**config.mk**
```make
export PLATFORM = sky130hd
export DESIGN_NAME = fetch_unit
export DESIGN_NICKNAME = d
export VERILOG_FILES = /design/src/rtl/rv32i_pkg.sv /design/src/rtl/fetch_fifo.sv /design/src/rtl/fetch_unit.sv
export SDC_FILE = /design/constraint.sdc
export NUM_CORES = 1
export LEC_CHECK = 0
export CAP_MARGIN = 20
export CORE_ASPECT_RATIO = 1.25
export CORE_UTILIZATION = 40
export CTS_CLUSTER_SIZE = 20
export DETAILED_ROUTE_END_ITERATION = 6
export DONT_BUFFER_PORTS = 1
export MAX_ROUTING_LAYER = met4
export PLACE_DENSITY = 0.5
export SYNTH_ARGS = -nofsm -noshare
export SYNTH_HDL_FRONTEND = slang
export SYNTH_SLANG_ARGS = --single-unit
export TNS_END_PERCENT = 30
```
**constraint.sdc**
```tcl
create_clock -name clk -period 12.3 [get_ports clk]
set_input_delay 1.845 -clock clk [delete_from_list [all_inputs] [get_ports clk]]
set_output_delay 1.845 -clock clk [all_outputs]
set_load 0.005 [all_outputs]
```
**src/rtl/rv32i_pkg.sv**
```systemverilog
// Shared RV32I fetch-side constants and the fetch FSM state encoding.
package rv32i_pkg;

  localparam int              XLEN             = 32;
  localparam logic [XLEN-1:0] DEFAULT_RESET_PC = 32'h0000_0000;

  typedef enum logic [0:0] {
    RUN   = 1'b0,
    DRAIN = 1'b1
  } fetch_state_e;

endpackage

```
**src/rtl/fetch_fifo.sv**
```systemverilog
// Small power-of-two FIFO holding fetched {instruction, pc} pairs; flush empties it in one cycle.
module fetch_fifo #(
  parameter int DEPTH = 2,
  parameter int WIDTH = 64
) (
  input  logic                   clk,
  input  logic                   rst,
  input  logic                   flush,
  input  logic                   wr_en,
  input  logic [WIDTH-1:0]       wr_data,
  input  logic                   rd_en,
  output logic [WIDTH-1:0]       rd_data,
  output logic                   empty,
  output logic [$clog2(DEPTH):0] count
);

  localparam int AW = $clog2(DEPTH);

  logic [WIDTH-1:0] mem [DEPTH];
  logic [AW-1:0]    wr_ptr;
  logic [AW-1:0]    rd_ptr;
  logic [AW:0]      cnt;

  always_ff @(posedge clk) begin
    if (wr_en && !flush) begin
      mem[wr_ptr] <= wr_data;
    end
  end

  // Pointers wrap naturally because DEPTH is a power of two.
  always_ff @(posedge clk) begin
    if (rst || flush) begin
      wr_ptr <= '0;
      rd_ptr <= '0;
      cnt    <= '0;
    end else begin
      if (wr_en) wr_ptr <= wr_ptr + AW'(1);
      if (rd_en) rd_ptr <= rd_ptr + AW'(1);
      cnt <= cnt + (AW+1)'(wr_en) - (AW+1)'(rd_en);
    end
  end

  assign rd_data = mem[rd_ptr];
  assign empty   = (cnt == '0);
  assign count   = cnt;

endmodule

```
**src/rtl/fetch_unit.sv**
```systemverilog
// Sequential instruction fetch with in-order response buffer and redirect drain.
// Define FETCH_MISALIGN_TRAP_EN to add the sticky misalign_trap output.
module fetch_unit
  import rv32i_pkg::*;
#(
  parameter logic [XLEN-1:0] RESET_PC  = DEFAULT_RESET_PC,
  parameter int              BUF_DEPTH = 2
) (
  input  logic            clk,
  input  logic            rst,
  output logic            imem_req,
  output logic [XLEN-1:0] imem_addr,
  input  logic            imem_gnt,
  input  logic            imem_rvalid,
  input  logic [XLEN-1:0] imem_rdata,
  input  logic            redirect_valid,
  input  logic [XLEN-1:0] redirect_pc,
  output logic            inst_valid,
  input  logic            inst_ready,
  output logic [XLEN-1:0] inst_out,
  output logic [XLEN-1:0] inst_pc
`ifdef FETCH_MISALIGN_TRAP_EN
  ,
  output logic            misalign_trap
`endif
);

  localparam int          CW          = $clog2(BUF_DEPTH) + 1;
  localparam logic [CW:0] DEPTH_LIMIT = (CW+1)'(BUF_DEPTH);

  fetch_state_e      state_q, state_d;
  logic [XLEN-1:0]   pc_q, resp_pc_q, target;
  logic [CW-1:0]     out_q, out_d, disc_q, disc_d, fifo_count;
  logic [CW:0]       occupancy;
  logic              trap_q, trap_d, bad_target;
  logic              grant, resp, push, pop, fifo_empty;
  logic [2*XLEN-1:0] fifo_rdata;

`ifdef FETCH_MISALIGN_TRAP_EN
  assign target     = redirect_pc;
  assign bad_target = redirect_valid && (redirect_pc[1:0] != 2'b00);
`else
  assign target     = redirect_pc & ~XLEN'(3);
  assign bad_target = 1'b0;
`endif

  assign occupancy = {1'b0, out_q} + {1'b0, fifo_count};
  assign grant     = imem_req && imem_gnt;
  assign resp      = imem_rvalid && (out_q != '0);
  assign out_d     = out_q + CW'(grant) - CW'(resp);
  assign push      = resp && (state_q == RUN) && !redirect_valid;
  assign pop       = inst_valid && inst_ready;

  always_ff @(posedge clk) begin
    if (rst) begin
      state_q <= RUN;
      disc_q  <= '0;
      trap_q  <= 1'b0;
    end else begin
      state_q <= state_d;
      disc_q  <= disc_d;
      trap_q  <= trap_d;
    end
  end

  // A redirect discards everything still in flight, counted after this cycle's traffic.
  always_comb begin
    state_d = state_q;
    disc_d  = disc_q;
    trap_d  = trap_q;
    if (redirect_valid) begin
      disc_d  = out_d;
      trap_d  = bad_target;
      state_d = (out_d != '0) ? DRAIN : RUN;
    end else if (state_q == DRAIN) begin
      if (resp) disc_d = disc_q - CW'(1);
      if (disc_d == '0) state_d = RUN;
    end
  end

  always_comb begin
    imem_req   = !rst && (state_q == RUN) && !trap_q && !redirect_valid &&
                 (occupancy < DEPTH_LIMIT);
    imem_addr  = pc_q;
    inst_valid = !fifo_empty && !rst;
    inst_out   = fifo_rdata[2*XLEN-1:XLEN];
    inst_pc    = fifo_rdata[XLEN-1:0];
`ifdef FETCH_MISALIGN_TRAP_EN
    misalign_trap = trap_q && !rst;
`endif
  end

  // resp_pc_q tracks the address of the oldest outstanding request; the stream is contiguous.
  always_ff @(posedge clk) begin
    if (rst) begin
      pc_q      <= RESET_PC;
      resp_pc_q <= RESET_PC;
      out_q     <= '0;
    end else begin
      out_q <= out_d;
      if (redirect_valid && !bad_target) begin
        pc_q      <= target;
        resp_pc_q <= target;
      end else begin
        if (grant) pc_q      <= pc_q + XLEN'(4);
        if (push)  resp_pc_q <= resp_pc_q + XLEN'(4);
      end
    end
  end

  fetch_fifo #(
    .DEPTH (BUF_DEPTH),
    .WIDTH (2*XLEN)
  ) u_fifo (
    .clk     (clk),
    .rst     (rst),
    .flush   (redirect_valid),
    .wr_en   (push),
    .wr_data ({imem_rdata, resp_pc_q}),
    .rd_en   (pop),
    .rd_data (fifo_rdata),
    .empty   (fifo_empty),
    .count   (fifo_count)
  );

endmodule

```
==> impl_metrics.yaml, run 1 <==
run_status:
  outcome: "completed"
cts:
  clk_pin_slew_ns: 0.06
  post_cts_buffers: 0
  cts_hold_buf: 0
  clk_latency_ns: 0.43
  clock-sinks: 194
  cts_max_path_buffers: 2
  post_cts_resized: 0
  htree_levels: 4
  cts_tree: "done"
  cts-root-buf: "clkbuf_16"
  cts_buffers: 17
die:
  io_pins: 168
  core_area_um2: 20100
  rows: 58
  die-area_um2: 21110
  dieWidth_um: 130.2
  start_util_pct: 40.85
  die_h_um: 162.2
timing:
  fin_crit_ns: 4.038
  holdWs_ns: 0.4802
  period_share_pct: 32.83
  max_freq_mhz: 247.7
  rsz0062_at_grt: "false"
  finalClockSkew_ns: 0.01170
  finalSetupTns_ns: 0
  finalHoldViolCount: 0
  slew_headroom_pct: 35.98
  worst_pin_slew_ns: 0.9515
  setup_viol: 0
  report.final.slew_viol_count: 0
worst_setup_path:
  reg2reg_depth: 10
  cp.required_ns: 10.45
  cp_num_buf_inv: 0
  cpPeakStageDelay_ns: 0.18
  worstPathCellList: "nor2_1 -> and2_1"
  worstPathMaxFanout: 48
  crit_family: "simple AND/OR/NAND/NOR gates"
  cp-start-kind: "input pin"
  slowest_stage: "and2_1"
  crit_cells: 2
  cp-end-kind: "primary output"
  critical_path_class: "in2out"
  worstPathArrival_ns: 2.19
cells_and_area:
  drive_gt1_share_pct: 17.05
  multi_input_area_um2: 2860
  stdcell_count: 915
  fillers: 1851
  final_cell_area_um2: 9087
  final_nets: 709
  seq_area_um2: 5126
  diodes: 0
  areaGrowthSynthToFinish_pct: 10.67
placement:
  portBuffers: 0
  place_inst: 883
  place_area_um2: 8483
  place_hpwl_um: 11500
  gp_congestion: 0.8611
synth:
  ys_seq_area_share_pct: 62.41
  syn_avg_cell_area_um2: 12.93
  synthDistinctLibCells: 48
  ys_ff_latch: 194
  ys.flop_type: "edfxtp_1"
  synthesis.area_um2: 8212
  synth_warnings: 0
  synth_edf_count: 124
  async_flop_share_pct: 0
  synth_cells: 635
routing:
  drt_wl_total_um: 17460
  vias_per_cell: 5.338
  ant_nets: 0
  drc: 0
  drt-initial-drc-count: 246
  vias: 4884
  wl_per_cell_um: 19.09
  first_pass_iters: 4
global_route:
  antenna_found_initial: 0
  grt_max_degree: 64
  grtUsageTotal_pct: 17.39
  grt_overflow_total: 0
  grt_pass1_vias: 4820
  grt_pass1_wl_um: 26770
run:
  max-cap-violations: 0
hold_path:
  hold_path.class: "reg2reg"
  holdPathStages: 0
pwr:
  p_per_area_nw_per_um2: 161.3
  vdd_drop_max_v: 0.00008984
  p_leak_uw: 0.003023
  p_total_uw: 1465
-- layer usage --
| metal | share of wire (%) | vias to the layer above | GRT usage, % |
|---|---|---|---|
| met5 | 0 | - | - |
| met4 | 0.98 | 0 | 5.708 |
| met1 | 43 | 2387 | 21.21 |
| met3 | 7.7 | 8 | 5.599 |
| met2 | 48 | 166 | 27.08 |
| li1 | - | 2323 | - |
-- stage by stage --
stage	worst slack, ns	util [%]
after floorplan	3.434	-
after global routing	8.208	45.21
after detailed placement	8.266	42.20
after CTS	8.267	45.21
final	8.262	45.21
after global placement	8.249	42.18
-- state kept, by name, indices dropped and copies added, names as in the netlist, named ones only --
signal,flops
u_fifo.rd_ptr,1
disc_q,2
u_fifo.count,2
state_q,1
imem_addr,30
u_fifo.wr_ptr,1
resp_pc_q,30
u_fifo.mem,124
out_q,2
-- path summary, 6_finish.rpt --
kind	start	to	slack, ns
worst max register to register	out_q[0]	state_q	9.02
worst max-delay path	rst	imem_req	8.26
worst min-delay path	resp_pc_q[17]	u_fifo.mem[1][17]	0.48
worst min register to register	resp_pc_q[17]	u_fifo.mem[1][17]	0.48
-- power by group --
| part | switching (uW) | internal [uW] | total (uW) |
|---|---|---|---|
| clock network | 248 | 307 | 555 |
| logic | 78.8 | 53.4 | 132 |
| registers | 35.9 | 743 | 779 |
-- cell usage in the layout (no fill, tap or decap), types with 11 or more instances in the layout --
cell type    n
edfxtp_1   124
dfxtp_1     69
mux2_2      62
a21boi_0    33
xnor2_1     32
inv_1       29
xor2_1      29
a21oi_1     27
nor2_1      26
nand2_1     25
nand4_1     21
clkbuf_16   17
nand3_1     15
a211oi_1    12
nor3_1      11
and3_1      11
-- layout make-up --
type	instances	share of cell area, %
clock buffer	18	4.723
clock inverter	14	1.928
inverter	29	1.198
multi-input combinational	383	31.47
sequential	194	56.41
tap	270	3.717
timing repair buffer	7	0.5507
-- cell families after synthesis --
logic type,count (synthesis),share of synthesized area (%)
AOI/OAI and AO/OA,97,7.863
xor gates and xnor gates,61,6.506
adders and majority gates,7,1.158
buffers and inverters,61,2.986
DFF,194,62.41
muxes,63,8.624
other,1,0.04567
and+or+nand+nor,151,10.41
-- worst register-to-register path: stages, from the launching register on --
cell      delay [ns]
dfxtp_1         0.34
and2_1          0.17
fa_1            0.50
nor4b_4         0.69
nand2_2         0.34
ha_1            0.37
inv_1           0.04
ha_1            0.17
xor2_1          0.15
xnor2_1         0.25
a221oi_1        0.12
-- cells in the mapped netlist (all sizes together), types with 6 or more instances --
cell type	n	area share, %
edfxtp	124	45
dfxtp	70	17
mux2	62	8.5
a21boi	33	3.0
xnor2	32	3.4
inv	29	1.3
xor2	29	3.1
a21oi	27	1.6
nand2	26	1.2
nor2	26	1.2
clkbuf	25	1.1
nand4	22	1.9
nand3	15	0.91
a211oi	12	1.1
nor3	12	0.79
and2	11	0.84
and3	11	0.84
nor4	11	0.91
and4	10	1.1
buf	7	0.52
ha	6	0.91
No activity file was read; power rests on OpenSTA's default activity.
==> run 2, diff against run 1 <==
clock period = 4.2 ns   (was 12.3 ns; I/O delays follow)
==> impl_metrics.yaml, run 2 (synthesis results as in run 1) <==
pwr:
  p_per_area_nw_per_um2: 468.9
  vdd_drop_max_v: 0.0002770
  p_leak_uw: 0.003013
cells_and_area:
  areaGrowthSynthToFinish_pct: 10.89
  largest_register_ffs: 124
  layout_common_cells: "124 x edfxtp_1, 69 x dfxtp_1, 62 x mux2_2"
  final_common_cell: "edfxtp_1"
  final_cell_area_um2: 9106
  multi_input_area_um2: 2869
  final_nets: 711
  drive_gt1_share_pct: 17.31
  diodes: 0
  largest_register: "u_fifo.mem"
  fillers: 1849
  seq_area_um2: 5126
routing:
  vias_per_cell: 5.298
  drt-initial-drc-count: 293
  vias: 4858
  first_pass_iters: 4
  drt_wl_total_um: 17670
  ant_nets: 0
  drc: 0
  wl_per_cell_um: 19.26
global_route:
  grt_overflow_total: 0
  antenna_found_initial: 0
  grt_pass1_wl_um: 26920
  grt_pass1_vias: 4854
  grt_max_degree: 63
  grtUsageTotal_pct: 17.51
worst_setup_path:
  reg2reg_setup_slack_ns: 1.24
  r2r_end: "state_q"
  endpoint: "state_q"
  reg2reg_depth: 11
  cp.required_ns: 4.53
  worstPathArrival_ns: 3.30
  critical_path_class: "reg2reg"
  crit_path_frequent_cell: "ha_1"
  cp-end-kind: "flop"
  cp-startpoint: "out_q[0]"
  cp_num_buf_inv: 2
  crit_cells: 11
  worstPathMaxFanout: 12
  slowest_stage: "fa_1"
  worstPathCellList: "and2_1 -> fa_1 -> nor4b_4 -> buf_4 -> nand2_2 -> ha_1 -> inv_1 -> ha_1 -> xor2_1 -> xnor2_1 -> a221oi_1"
  crit_family: "adder cells"
  cpPeakStageDelay_ns: 0.50
  r2r-start: "out_q[0]"
  cp-start-kind: "flop"
timing:
  worst_slack_ns: 1.237
  fin_crit_ns: 2.963
  finalSetupTns_ns: 0
  report.final.slew_viol_count: 0
  finalClockSkew_ns: 0.01597
  worst_pin_slew_ns: 0.9566
  max_freq_mhz: 337.5
  slew_headroom_pct: 35.64
  setup_viol: 0
  finalHoldViolCount: 0
  period_share_pct: 70.56
  rsz0062_at_grt: "false"
cts:
  cts_hold_buf: 0
  htree_levels: 4
  cts_buffers: 17
  post_cts_resized: 0
  clk_pin_slew_ns: 0.07
  clock-sinks: 194
  cts_tree: "done"
  cts_max_path_buffers: 2
  cts-root-buf: "clkbuf_16"
  clk_latency_ns: 0.43
  post_cts_buffers: 0
die:
  rows: 58
  start_util_pct: 40.85
  dieWidth_um: 130.2
  core_area_um2: 20100
  io_pins: 168
  die_h_um: 162.2
  die-area_um2: 21110
hold_path:
  hp-start: "rst"
  hold_path.class: "in2reg"
run:
  max-cap-violations: 0
placement:
  portBuffers: 0
  place_ws_ns: 1.256
  gp_congestion: 0.8593
  place_hpwl_um: 11990
  place_area_um2: 8522
run_status:
  outcome: "completed"
run 2: cell count changes in the layout (fill, tap and decap cells not counted), sizes merged:
cell,change
buf,+2
clkinv,-5
clkinvlp,+5
run 2: worst min path at each step:
stage / to / slack (ns) / cells past startpoint
floorplan: u_fifo.mem[0][17] / 0.43 / 0
global placement: u_fifo.mem[0][31] / 0.45 / 0
detailed placement: u_fifo.mem[0][17] / 0.47 / 0
CTS: resp_pc_q[2] / 0.25 / 1
global route: resp_pc_q[2] / 0.24 / 1
finish: resp_pc_q[2] / 0.27 / 1
run 2: final cells by class:
class | instances | share of cell area [%]
tap | 270 | 3.710
clock inverter | 14 | 1.704
sequential | 194 | 56.29
inverter | 29 | 1.195
multi-input combinational | 383 | 31.51
timing repair buffer | 9 | 0.8794
clock buffer | 18 | 4.713
run 2: where the power goes:
part,internal [uW],switching (uW)
logic,162,233
clock network,886,709
registers,2180,105
run 2: per-layer routing:
metal	vias to the layer above	wire, um	track usage, %
met1	2338	7543	21.86
met3	15	1547	5.402
met5	-	0	-
met4	0	261	7.135
met2	179	8314	26.23
li1	2326	-	-
run 2: per-stage QoR:
stage / util [%] / hold WS [ns] / cells / power, uW
3_3_place_gp: 42.39 / 0.4535 / 885 / 2710
6_report: 45.30 / 0.2712 / 917 / 4270
3_5_place_dp: 42.39 / 0.4712 / 885 / 2724
4_1_cts: 45.30 / 0.2457 / 917 / 4330
5_1_grt: 45.30 / 0.2443 / 917 / 4452
2_1_floorplan: - / 0.4256 / 638 / 2611
